### src/rtl/placar_pkg.sv
// Shared scoreboard types and constants for the shot-clock path.
package placar_pkg;

    typedef enum logic [1:0] {
        STOPPED,
        RUNNING,
        BUZZING,
        EXPIRED
    } shot_state_t;

    localparam int unsigned     SEC_W        = 5;
    localparam logic [SEC_W-1:0] SHOT_FULL    = 5'd24;
    localparam logic [SEC_W-1:0] SHOT_RESET14 = 5'd14;

endpackage

### src/rtl/shot_clock_controller_if.sv
// Operator controls in, shot-clock display/status out.
interface shot_clock_controller_if;
    import placar_pkg::*;

    logic             btn_reload24;
    logic             btn_reload14;
    logic             run;
    logic [SEC_W-1:0] seconds;
    logic             buzzer;
    logic             running;
    logic             expired;

    modport master (
        output btn_reload24, btn_reload14, run,
        input  seconds, buzzer, running, expired
    );

    modport slave (
        input  btn_reload24, btn_reload14, run,
        output seconds, buzzer, running, expired
    );

endinterface

### src/rtl/sync_edge.sv
// Two-flop synchronizer with a registered level and a one-cycle rising-edge pulse.
module sync_edge (
    input  logic clock,
    input  logic reset,
    input  logic din,
    output logic level,
    output logic rise
);

    logic meta_q;
    logic sync_q;
    logic level_q;
    logic rise_q;

    // level and rise are both registered so every consumer sees them in the same cycle
    always_ff @(posedge clock or posedge reset) begin
        if (reset) begin
            meta_q  <= 1'b0;
            sync_q  <= 1'b0;
            level_q <= 1'b0;
            rise_q  <= 1'b0;
        end else begin
            meta_q  <= din;
            sync_q  <= meta_q;
            level_q <= sync_q;
            rise_q  <= sync_q & ~level_q;
        end
    end

    assign level = level_q;
    assign rise  = rise_q;

endmodule

### src/rtl/shot_clock_controller.sv
// Regressive 24/14 s shot clock: synchronized controls, 1 Hz prescaler, reload rules, buzzer.
module shot_clock_controller
    import placar_pkg::*;
#(
    parameter int unsigned TICK_DIV    = 50_000_000,
    parameter int unsigned BUZZ_CYCLES = 25_000_000
) (
    input logic                    clock,
    input logic                    reset,
    shot_clock_controller_if.slave bus
);

    localparam int unsigned DIV_W  = (TICK_DIV > 1) ? $clog2(TICK_DIV) : 1;
    localparam int unsigned BUZZ_W = (BUZZ_CYCLES > 1) ? $clog2(BUZZ_CYCLES) : 1;

    localparam logic [DIV_W-1:0]  DIV_LAST  = DIV_W'(TICK_DIV - 1);
    localparam logic [BUZZ_W-1:0] BUZZ_LAST = BUZZ_W'(BUZZ_CYCLES - 1);
    localparam logic [SEC_W-1:0]  ONE_SEC   = SEC_W'(1);

    logic run_s;
    logic rl24;
    logic rl14;
    logic unused_run_rise;
    logic unused_rl24_level;
    logic unused_rl14_level;

    sync_edge u_sync_rl24 (
        .clock (clock),
        .reset (reset),
        .din   (bus.btn_reload24),
        .level (unused_rl24_level),
        .rise  (rl24)
    );

    sync_edge u_sync_rl14 (
        .clock (clock),
        .reset (reset),
        .din   (bus.btn_reload14),
        .level (unused_rl14_level),
        .rise  (rl14)
    );

    sync_edge u_sync_run (
        .clock (clock),
        .reset (reset),
        .din   (bus.run),
        .level (run_s),
        .rise  (unused_run_rise)
    );

    shot_state_t       state_q;
    logic [SEC_W-1:0]  sec_q;
    logic              buzzer_q;
    logic [DIV_W-1:0]  div_cnt_q;
    logic [BUZZ_W-1:0] buzz_cnt_q;

    logic             tick;
    logic             reload;
    logic [SEC_W-1:0] reload_val;

    // A 14 s request only counts when it would raise the clock; 24 always wins.
    always_comb begin
        tick       = (state_q == RUNNING) && (div_cnt_q == DIV_LAST);
        reload     = rl24 || (rl14 && (sec_q < SHOT_RESET14));
        reload_val = rl24 ? SHOT_FULL : SHOT_RESET14;
    end

    always_ff @(posedge clock or posedge reset) begin
        if (reset) begin
            state_q    <= STOPPED;
            sec_q      <= SHOT_FULL;
            buzzer_q   <= 1'b0;
            div_cnt_q  <= '0;
            buzz_cnt_q <= '0;
        end else if (reload) begin
            sec_q      <= reload_val;
            state_q    <= run_s ? RUNNING : STOPPED;
            buzzer_q   <= 1'b0;
            div_cnt_q  <= '0;
            buzz_cnt_q <= '0;
        end else begin
            unique case (state_q)
                STOPPED: begin
                    div_cnt_q <= '0;
                    if (run_s && (sec_q != '0)) begin
                        state_q <= RUNNING;
                    end
                end
                RUNNING: begin
                    if (!run_s) begin
                        state_q   <= STOPPED;
                        div_cnt_q <= '0;
                    end else if (tick) begin
                        div_cnt_q <= '0;
                        if (sec_q > ONE_SEC) begin
                            sec_q <= sec_q - ONE_SEC;
                        end else begin
                            sec_q      <= '0;
                            state_q    <= BUZZING;
                            buzzer_q   <= 1'b1;
                            buzz_cnt_q <= '0;
                        end
                    end else begin
                        div_cnt_q <= div_cnt_q + DIV_W'(1);
                    end
                end
                BUZZING: begin
                    div_cnt_q <= '0;
                    if (buzz_cnt_q == BUZZ_LAST) begin
                        state_q    <= EXPIRED;
                        buzzer_q   <= 1'b0;
                        buzz_cnt_q <= '0;
                    end else begin
                        buzz_cnt_q <= buzz_cnt_q + BUZZ_W'(1);
                    end
                end
                EXPIRED: begin
                    div_cnt_q <= '0;
                end
            endcase
        end
    end

    assign bus.seconds = sec_q;
    assign bus.buzzer  = buzzer_q;
    assign bus.running = (state_q == RUNNING);
    assign bus.expired = (state_q == BUZZING) || (state_q == EXPIRED);

endmodule

### src/flat_wrapper.sv
// flat-port wrapper written by rule: the top's interface ports become plain ports
module shot_clock_controller_flat import placar_pkg::*;
#(
    parameter int unsigned TICK_DIV    = 50_000_000,
    parameter int unsigned BUZZ_CYCLES = 25_000_000
)
  (clock, reset, bus_btn_reload24, bus_btn_reload14, bus_run, bus_seconds, bus_buzzer, bus_running, bus_expired);
  shot_clock_controller_if bus_i ();
  input logic clock;
  input logic reset;
  input wire logic [$bits(bus_i.btn_reload24)-1:0] bus_btn_reload24;
  input wire logic [$bits(bus_i.btn_reload14)-1:0] bus_btn_reload14;
  input wire logic [$bits(bus_i.run)-1:0] bus_run;
  output wire logic [$bits(bus_i.seconds)-1:0] bus_seconds;
  output wire logic [$bits(bus_i.buzzer)-1:0] bus_buzzer;
  output wire logic [$bits(bus_i.running)-1:0] bus_running;
  output wire logic [$bits(bus_i.expired)-1:0] bus_expired;
  assign bus_i.btn_reload24 = bus_btn_reload24;
  assign bus_i.btn_reload14 = bus_btn_reload14;
  assign bus_i.run = bus_run;
  assign bus_seconds = bus_i.seconds;
  assign bus_buzzer = bus_i.buzzer;
  assign bus_running = bus_i.running;
  assign bus_expired = bus_i.expired;
  shot_clock_controller #(.TICK_DIV(TICK_DIV), .BUZZ_CYCLES(BUZZ_CYCLES)) u_core (.clock(clock), .reset(reset), .bus(bus_i));
endmodule
### config.mk
export PLATFORM = sky130hd
export DESIGN_NAME = shot_clock_controller_flat
export DESIGN_NICKNAME = d
export VERILOG_FILES = /design/src/rtl/placar_pkg.sv /design/src/rtl/shot_clock_controller_if.sv /design/src/rtl/sync_edge.sv /design/src/rtl/shot_clock_controller.sv /design/src/flat_wrapper.sv
export SDC_FILE = /design/constraint.sdc
export NUM_CORES = 1
export LEC_CHECK = 0
export CAP_MARGIN = 20
export CORE_UTILIZATION = 40
export DETAILED_ROUTE_END_ITERATION = 16
export GPL_ROUTABILITY_DRIVEN = 0
export SYNTH_ARGS = -nofsm -noshare
export SYNTH_HDL_FRONTEND = slang
export SYNTH_SLANG_ARGS = --single-unit
### constraint.sdc
create_clock -name clock -period 3.3 [get_ports clock]
set_input_delay 0.495 -clock clock [delete_from_list [all_inputs] [get_ports clock]]
set_output_delay 0.495 -clock clock [all_outputs]
set_load 0.005 [all_outputs]
==> results_dict.tcl, run 1 <==
set metrics [dict create \
    status "finished clean" \
    dp.cells 493 \
    die-area_um2 9400 \
    peakVddDrop_uv 317 \
    die_h_um 96.9 \
    firstDrtPassIters 4 \
    final_nets 410 \
    insertion_delay_ns 0.34 \
    core-area_um2 8720 \
    synthMuxAreaShare 0.00833 \
    tightest_slew_ns 0.560 \
    hold-worst-slack_ns 0.358 \
    syn_area_um2 3600 \
    antenna_found_initial 0 \
    synth-seq-area-share 0.487 \
    ff2ff_setup_slack_ns 0.74 \
    maxSlewViolCount 0 \
    synth_cell_types 46 \
    synth_xor_area_frac 0.0632 \
    drc 0 \
    grt_max_degree 41 \
    finalWirelength_um 7010 \
    grt_pass1_wl_um 12600 \
    yosysWarnings 0 \
    synth-adder-area-share 0.0312 \
    rows 34 \
    rr_startpoint "u_core.div_cnt_q[18]" \
    cts_buffers 9 \
    viasPerCell 5.37 \
    netlist.area_leader.share 0.472 \
    vias 2728 \
    layout-drive-gt1-share 0.0775 \
    htree_levels 3 \
    fin_ws_ns 0.736 \
    synth_top_family_by_area "simple AND/OR/NAND/NOR gates" \
    grt_pass1_vias 2626 \
    syn-num-nets 394 \
    fmax_mhz 390 \
    critPathArrivalTime_ns 2.79 \
    grt.total_usage 0.164 \
    diodes 0 \
    synth-seq-cells 70 \
    final_cell_mix "dfrtp_1 (68), nor2_1 (44), nand3_1 (24), o21ai_0 (24), nand2_1 (21)" \
    final_antenna_net_count 0 \
    clockBufferDepth 2 \
    nFillCells 836 \
    cts_hold_buf 0 \
    dp_slack_ns 0.744 \
    crit_fanout 40 \
    grt.overflow.total 0 \
    synthTopCellsByArea "dfrtp_1 (47%), nor2_1 (4.6%), xnor2_1 (4.4%)" \
    num_io_pins 13 \
    finalSetupViolations 0 \
    synthSimpleGateAreaFrac 0.262 \
    min_path_type "flip-flop to flip-flop" \
    dp_hpwl_um 4740 \
    min_path_cells 0 \
    post_drt_wl_per_cell_um 13.8 \
    postCtsSetupRepairBufs 0 \
    start_util 0.413 \
    portBuffers 12 \
    synthCells 380 \
    fin_skew_ns 0.0110 \
    start_kind "flip-flop" \
    power_density_nw_per_um2 499 \
    slew_headroom 0.627 \
    finalHoldViolCount 0 \
    critical_path_class "flip-flop to flip-flop" \
    finalCriticalPeriod_ns 2.56 \
    clkTransAtPathRegs_ns 0.07 \
    area_growth_pct 11.7 \
    synth_area_per_cell_um2 9.49 \
    post_cts_resized 0 \
    drtIter0Drc 90 \
    required_ns 3.53 \
    worstSetupEndpointType "flip-flop" \
    cts.sinks 70 \
    multiInputGateArea_um2 1740 \
    synth_compound_area_frac 0.119 \
    rsz0062_at_grt "false" \
    stdcell_count 508 \
    min_from "u_core.u_sync_run.meta_q" \
    rr_endpoint "u_core.buzz_cnt_q[7]" \
    synth_area_leader_cell "dfrtp_1" \
    fin_crit_sh 0.777 \
    die_x_um 96.9 \
    min_to "u_core.u_sync_run.sync_q" \
    fin_tns_setup_ns 0 \
    cts_tree "done" \
    regArea_um2 1750 \
    maxCapViolCount 0 \
    p_leak_uw 0.00159 \
    reg2reg_depth 6 \
    power_uw 2010 \
    final_common_cell "dfrtp_1" \
    cts_root_buf "clkbuf_8" \
]
worst max path at each step:
stage                               from                     to  cells past startpoint
floorplan           u_core.div_cnt_q[18]  u_core.buzz_cnt_q[11]                      7
global placement    u_core.div_cnt_q[18]   u_core.buzz_cnt_q[7]                      6
detailed placement  u_core.div_cnt_q[18]   u_core.buzz_cnt_q[7]                      6
CTS                 u_core.div_cnt_q[18]   u_core.buzz_cnt_q[7]                      6
global route         u_core.div_cnt_q[0]   u_core.buzz_cnt_q[7]                      7
finish              u_core.div_cnt_q[18]   u_core.buzz_cnt_q[7]                      6
cells by family after synthesis:
family	after synthesis
fa+ha+maj	9
buf+inv	26
compound gates	71
mux	3
simple gates	175
xor+xnor	26
flops	70
metal layers:
layer  GRT usage  share of wire  vias up
met4      0.0620         0.0084        0
met1       0.235           0.52     1305
met5           0              0        -
met2       0.249           0.45       36
li1            -              -     1381
met3      0.0282          0.026        6
sequential cells by signal, summed over array words and instances (netlist names), 2 cells and up:
name,cells
u_core.bus.seconds,5
u_core.state_q,2
u_core.div_cnt_q,26
u_core.buzz_cnt_q,25
synth_stat cells, drive strengths merged:
master   count
a21bo        1
a21boi       1
a21oi       17
a31o         1
a31oi        7
and2         7
and3         9
and4         4
buf          2
clkbuf      11
dfrtp       68
dfstp        2
ha           9
inv         13
mux2i        3
nand2       21
nand2b       5
nand3       24
nand3b       1
nand4        9
nand4bb      1
nor2        44
nor2b        6
nor3        12
nor4         8
nor4b        2
o211a        1
o211ai       1
o21a         2
o21ai       26
o21ba        1
o31ai       11
o32a         1
o41ai        1
or2          3
or3         12
or4          7
xnor2       18
xor2         8
stage by stage:
| step | area (um^2) | util |
|---|---|---|
| global route | 4030 | 0.462 |
| finish | 4030 | 0.462 |
| detailed placement | 3850 | 0.441 |
| global placement | 3850 | 0.441 |
| CTS | 4030 | 0.462 |
| floorplan | 3600 | - |
power by group:
| part | leakage [uW] | internal (uW) | switching [uW] | total [uW] |
|---|---|---|---|---|
| registers | 0.000941 | 888 | 24.1 | 912 |
| logic | 0.000554 | 157 | 287 | 444 |
| clock network | 0.0000931 | 345 | 309 | 654 |
| total | 0.00159 | 1390 | 621 | 2010 |
layout make-up:
| type | instances | share of cell area |
|---|---|---|
| Tap cell | 108 | 0.0336 |
| Sequential cell | 70 | 0.436 |
| Inverter | 13 | 0.0121 |
| Clock buffer | 11 | 0.0326 |
| Multi-Input combinational cell | 284 | 0.433 |
| Clock inverter | 4 | 0.0121 |
| Timing Repair Buffer | 18 | 0.0410 |
critical path: stages, from the launching register on:
cell,delay [ns]
dfrtp_1,0.42
or4_4,0.56
nor4_4,0.21
nand4_2,0.16
and2_4,0.29
or2_0,0.45
o41ai_1,0.37
No activity file was read; power rests on OpenSTA's default activity.
==> run 2, diff against run 1 <==
clock period = 2.66 ns   (was 3.3 ns; I/O delays follow)
==> run 2 against run 1 <==
Against the previous run:
- first-iteration DRC count fell by 40%
- cell area increased by 1.5%
- global-route usage grew 0.46 points
- highest routed layer unchanged
- clock skew is 0.0032 ns higher
- combinational power rose by 31%
- hold slack got worse by 0.0018 ns
- sequential share of layout area decreased by 0.63 points
==> results_dict.tcl, run 2 (synthesis gave the netlist of run 1 again) <==
set metrics [dict create \
    status "finished clean" \
    cts_root_buf "clkbuf_8" \
    critPathArrivalTime_ns 2.69 \
    start_util 0.413 \
    cts_hold_buf 0 \
    viasPerCell 5.45 \
    dp_slack_ns 0.105 \
    p_clk_frac 0.330 \
    p_leak_uw 0.00162 \
    fin_tns_setup_ns 0 \
    switching_share 0.306 \
    htree_levels 3 \
    final_antenna_net_count 0 \
    regMostFlops "u_core.div_cnt_q" \
    cts_buffers 9 \
    hold-worst-slack_ns 0.356 \
    dp_hpwl_um 5100 \
    final_nets 415 \
    critical_path_class "flip-flop to flip-flop" \
    finalSetupViolations 0 \
    cts_tree "done" \
    start_kind "flip-flop" \
    vias 2794 \
    fin_crit_sh 0.922 \
    die_x_um 96.9 \
    clockBufferDepth 2 \
    power_density_nw_per_um2 625 \
    rows 34 \
    slew_headroom 0.671 \
    area_growth_pct 13.4 \
    power.switching_uw 782 \
    maxCapViolCount 0 \
    die_h_um 96.9 \
    grt_max_degree 44 \
    core-area_um2 8720 \
    final_cell_mix "dfrtp_1 (68), nor2_1 (44), nand3_1 (24), o21ai_0 (24), nand2_1 (21)" \
    largest_register_ffs 26 \
    tightest_slew_ns 0.493 \
    crit_fanout 30 \
    die-area_um2 9400 \
    antenna_found_initial 0 \
    drc 0 \
    insertion_delay_ns 0.35 \
    fmax_mhz 408 \
    peakVddDrop_uv 439 \
    fin_skew_ns 0.0142 \
    cts.sinks 70 \
    diodes 0 \
    combPwrFrac 0.228 \
    rsz0062_at_grt "false" \
    clkTransAtPathRegs_ns 0.08 \
    fin_ws_ns 0.208 \
    min_path_type "flip-flop to flip-flop" \
    drtIter0Drc 54 \
    firstDrtPassIters 4 \
    final_common_cell "dfrtp_1" \
    grt.overflow.total 0 \
    maxSlewViolCount 0 \
    layout-drive-gt1-share 0.0914 \
    worstSetupEndpointType "flip-flop" \
    intPower_uw 1770 \
    portBuffers 12 \
    finalWirelength_um 7290 \
    num_io_pins 13 \
    grt_pass1_vias 2675 \
    finalHoldViolCount 0 \
    post_drt_wl_per_cell_um 14.2 \
    grt.total_usage 0.169 \
    finalCriticalPeriod_ns 2.45 \
    ff2ff_setup_slack_ns 0.21 \
    pwr-share-seq 0.443 \
    grt_pass1_wl_um 12800 \
    required_ns 2.90 \
]
==> run 2: routing by layer <==
layer	wire, um	global-route usage
met5	0	0
met1	3660	0.233
met2	3320	0.257
met3	203	0.0332
met4	100	0.0758
==> run 2: what timing repair did <==
item / CTS / global route
setup buffers: 0 / 0
endpoints found under the hold margin: 0 / 0
setup endpoints to repair: 0 / 2
resized for setup: 0 / 1
==> run 2: stage by stage <==
stage,utilization,total power (uW),cells,instance area (um^2)
finish,0.469,2560,513,4090
global route,0.469,2700,513,4090
CTS,0.469,2590,513,4090
detailed placement,0.447,1740,498,3900
global placement,0.447,1730,498,3900
floorplan,-,1550,380,3600
==> run 2: power groups by stage <==
stage / registers [uW] / logic (uW) / clock network [uW]
after global placement: 1150 / 580 / 0
after global routing: 1130 / 648 / 918
after CTS: 1130 / 591 / 873
final: 1130 / 582 / 843
after floorplan: 1140 / 405 / 0
after detailed placement: 1150 / 584 / 0
==> run 2: final timing paths <==
check | end | start | depth (start not counted)
setup / recovery | u_core.buzz_cnt_q[7] | u_core.div_cnt_q[18] | 6
hold / removal | u_core.u_sync_rl14.sync_q | u_core.u_sync_rl14.meta_q | 0
setup reg to reg | u_core.buzz_cnt_q[7] | u_core.div_cnt_q[18] | 6
hold reg to reg | u_core.u_sync_rl14.sync_q | u_core.u_sync_rl14.meta_q | 0
max in group asynchronous | u_core.div_cnt_q[1] | reset | 4
min in group asynchronous | u_core.buzz_cnt_q[19] | reset | 2
==> run 2: worst max-delay path, cell delays in order, from the launching register on <==
cell and delay, ns:
dfrtp_1 0.42, or4_4 0.56, nor4_4 0.22, nand4_2 0.17
and2_4 0.27, or2_1 0.38, o41ai_1 0.33
==> run 2: final cells by class <==
type | count | area (um^2)
Fill cell | 816 | 4630
Sequential cell | 70 | 1750
Multi-Input combinational cell | 284 | 1740
Timing Repair Buffer | 23 | 215
Clock buffer | 11 | 141
Tap cell | 108 | 135
Inverter | 13 | 48.8
Clock inverter | 4 | 47.5
==> run 3, diff against run 2 <==
PLACE_DENSITY = 0.55   (was unset)
==> run 3 against run 2 <==
Against the previous run:
- count of clock-buffer cells in the layout decreased by 1
- flip-flop and latch count unchanged
- critical path type unchanged
- cell area increased by 0.31%
- core utilization increased by 0.14 points
- critical path depth increased by 1
- die area unchanged
- global-route usage increased by 0.13 points
- critical endpoint is now u_core.buzz_cnt_q[8]
- non-clock buffer count unchanged
- hold slack got worse by 0.013 ns
==> results_dict.tcl, run 3 (synthesis gave the netlist of run 1 again) <==
set metrics [dict create \
    finalHoldViolCount 0 \
    p_clk_frac 0.337 \
    largest_register_ffs 26 \
    die_x_um 96.9 \
    fmax_mhz 411 \
    cts_buffers 9 \
    fin_skew_ns 0.0125 \
    grt.total_usage 0.170 \
    switching_share 0.312 \
    peakVddDrop_uv 283 \
    cts_hold_buf 0 \
    tightest_slew_ns 0.491 \
    final_common_cell "dfrtp_1" \
    finalCriticalPeriod_ns 2.43 \
    power_uw 2580 \
    min_to "u_core.u_sync_run.level" \
    worstSetupEndpointType "flip-flop" \
    grt_max_degree 54 \
    finalSetupViolations 0 \
    rr_startpoint "u_core.div_cnt_q[18]" \
    cts_root_buf "clkbuf_8" \
    viasPerCell 5.43 \
    min_path_cells 0 \
    insertion_delay_ns 0.34 \
    cts_tree "done" \
    rows 34 \
    area_growth_pct 13.7 \
    final_antenna_net_count 0 \
    regMostFlops "u_core.div_cnt_q" \
    start_util 0.413 \
    fin_tns_setup_ns 0 \
    p_leak_uw 0.00163 \
    die_h_um 96.9 \
    nFillCells 831 \
    power_density_nw_per_um2 628 \
    final_nets 415 \
    vias 2793 \
    maxSlewViolCount 0 \
    firstDrtPassIters 4 \
    postCtsSetupRepairBufs 0 \
    clockBufferDepth 2 \
    grt_pass1_vias 2631 \
    layout-drive-gt1-share 0.0985 \
    grt.overflow.total 0 \
    core-area_um2 8720 \
    rr_endpoint "u_core.buzz_cnt_q[8]" \
    cts.sinks 70 \
    critical_path_class "flip-flop to flip-flop" \
    drc 0 \
    pwr-share-seq 0.439 \
    htree_levels 3 \
    grt_pass1_wl_um 12900 \
    intPower_uw 1770 \
    dp_hpwl_um 5150 \
    portBuffers 12 \
    combPwrFrac 0.224 \
    min_path_type "flip-flop to flip-flop" \
    maxCapViolCount 0 \
    final_cell_mix "dfrtp_1 (68), nor2_1 (44), nand3_1 (24), o21ai_0 (24), nand2_1 (21)" \
    fin_crit_sh 0.915 \
    critPathArrivalTime_ns 2.70 \
    diodes 0 \
    post_drt_wl_per_cell_um 14.5 \
    required_ns 2.93 \
    clkTransAtPathRegs_ns 0.08 \
    ff2ff_setup_slack_ns 0.23 \
    finalWirelength_um 7440 \
    status "finished clean" \
    slew_headroom 0.670 \
    min_from "u_core.u_sync_run.sync_q" \
    reg2reg_depth 7 \
    power.switching_uw 804 \
    start_kind "flip-flop" \
    crit_fanout 30 \
    num_io_pins 13 \
    rsz0062_at_grt "false" \
    drtIter0Drc 162 \
    die-area_um2 9400 \
    antenna_found_initial 0 \
]
[run 3: worst max path at each step]
stage	slack, ns	start	cells after the start	to
finish	0.23	u_core.div_cnt_q[18]	7	u_core.buzz_cnt_q[8]
detailed placement	0.07	u_core.div_cnt_q[18]	6	u_core.buzz_cnt_q[7]
CTS	0.05	u_core.div_cnt_q[18]	6	u_core.buzz_cnt_q[7]
global placement	0.16	u_core.div_cnt_q[18]	6	u_core.buzz_cnt_q[7]
global route	0.06	u_core.div_cnt_q[18]	7	u_core.buzz_cnt_q[8]
floorplan	0.38	u_core.div_cnt_q[18]	7	u_core.buzz_cnt_q[11]
[run 3: power groups by stage]
| stage | clock (uW) | sequential, uW | combinational [uW] |
|---|---|---|---|
| 6_report | 868 | 1130 | 577 |
| 5_1_grt | 950 | 1140 | 656 |
| 4_1_cts | 902 | 1130 | 580 |
| 3_5_place_dp | 0 | 1150 | 579 |
| 3_3_place_gp | 0 | 1150 | 574 |
| 2_1_floorplan | 0 | 1140 | 405 |
[run 3: critical path: stages (launching register included)]
cell and delay, ns:
dfrtp_1 0.42, or4_4 0.56, nor4_4 0.24, nand4_2 0.18
and2_4 0.28, buf_4 0.20, or3_1 0.34, a21oi_1 0.15
[run 3: cell type report]
| type | count | area (um^2) | area share |
|---|---|---|---|
| clock buffer | 10 | 138 | 0.0336 |
| clock inverter | 6 | 61.3 | 0.0150 |
| inverter | 13 | 48.8 | 0.0119 |
| multi-input combinational | 284 | 1750 | 0.426 |
| sequential | 70 | 1750 | 0.428 |
| tap | 108 | 135 | 0.0330 |
| timing repair buffer | 23 | 215 | 0.0525 |
[run 3: per-stage QoR]
stage | hold WS [ns] | worst slack (ns) | util | cell area [um^2] | std cells
floorplan | 0.331 | 0.385 | - | 3600 | 380
global placement | 0.333 | 0.159 | 0.447 | 3900 | 498
detailed placement | 0.336 | 0.0687 | 0.447 | 3900 | 498
CTS | 0.343 | 0.0482 | 0.470 | 4100 | 514
global route | 0.359 | 0.0595 | 0.470 | 4100 | 514
finish | 0.343 | 0.227 | 0.470 | 4100 | 514
[run 3: what timing repair did]
action | 4_1_cts | 5_1_grt
endpoints found under the setup margin | 0 | 6
endpoints found under the hold margin | 0 | 0
resized for setup | 0 | 2
[run 3: metal layers]
layer | vias to the layer above | track usage | share of wire
li1 | 1402 | - | -
met1 | 1345 | 0.246 | 0.54
met2 | 38 | 0.252 | 0.42
met3 | 8 | 0.0412 | 0.029
met4 | 0 | 0.0517 | 0.012
met5 | - | 0 | 0
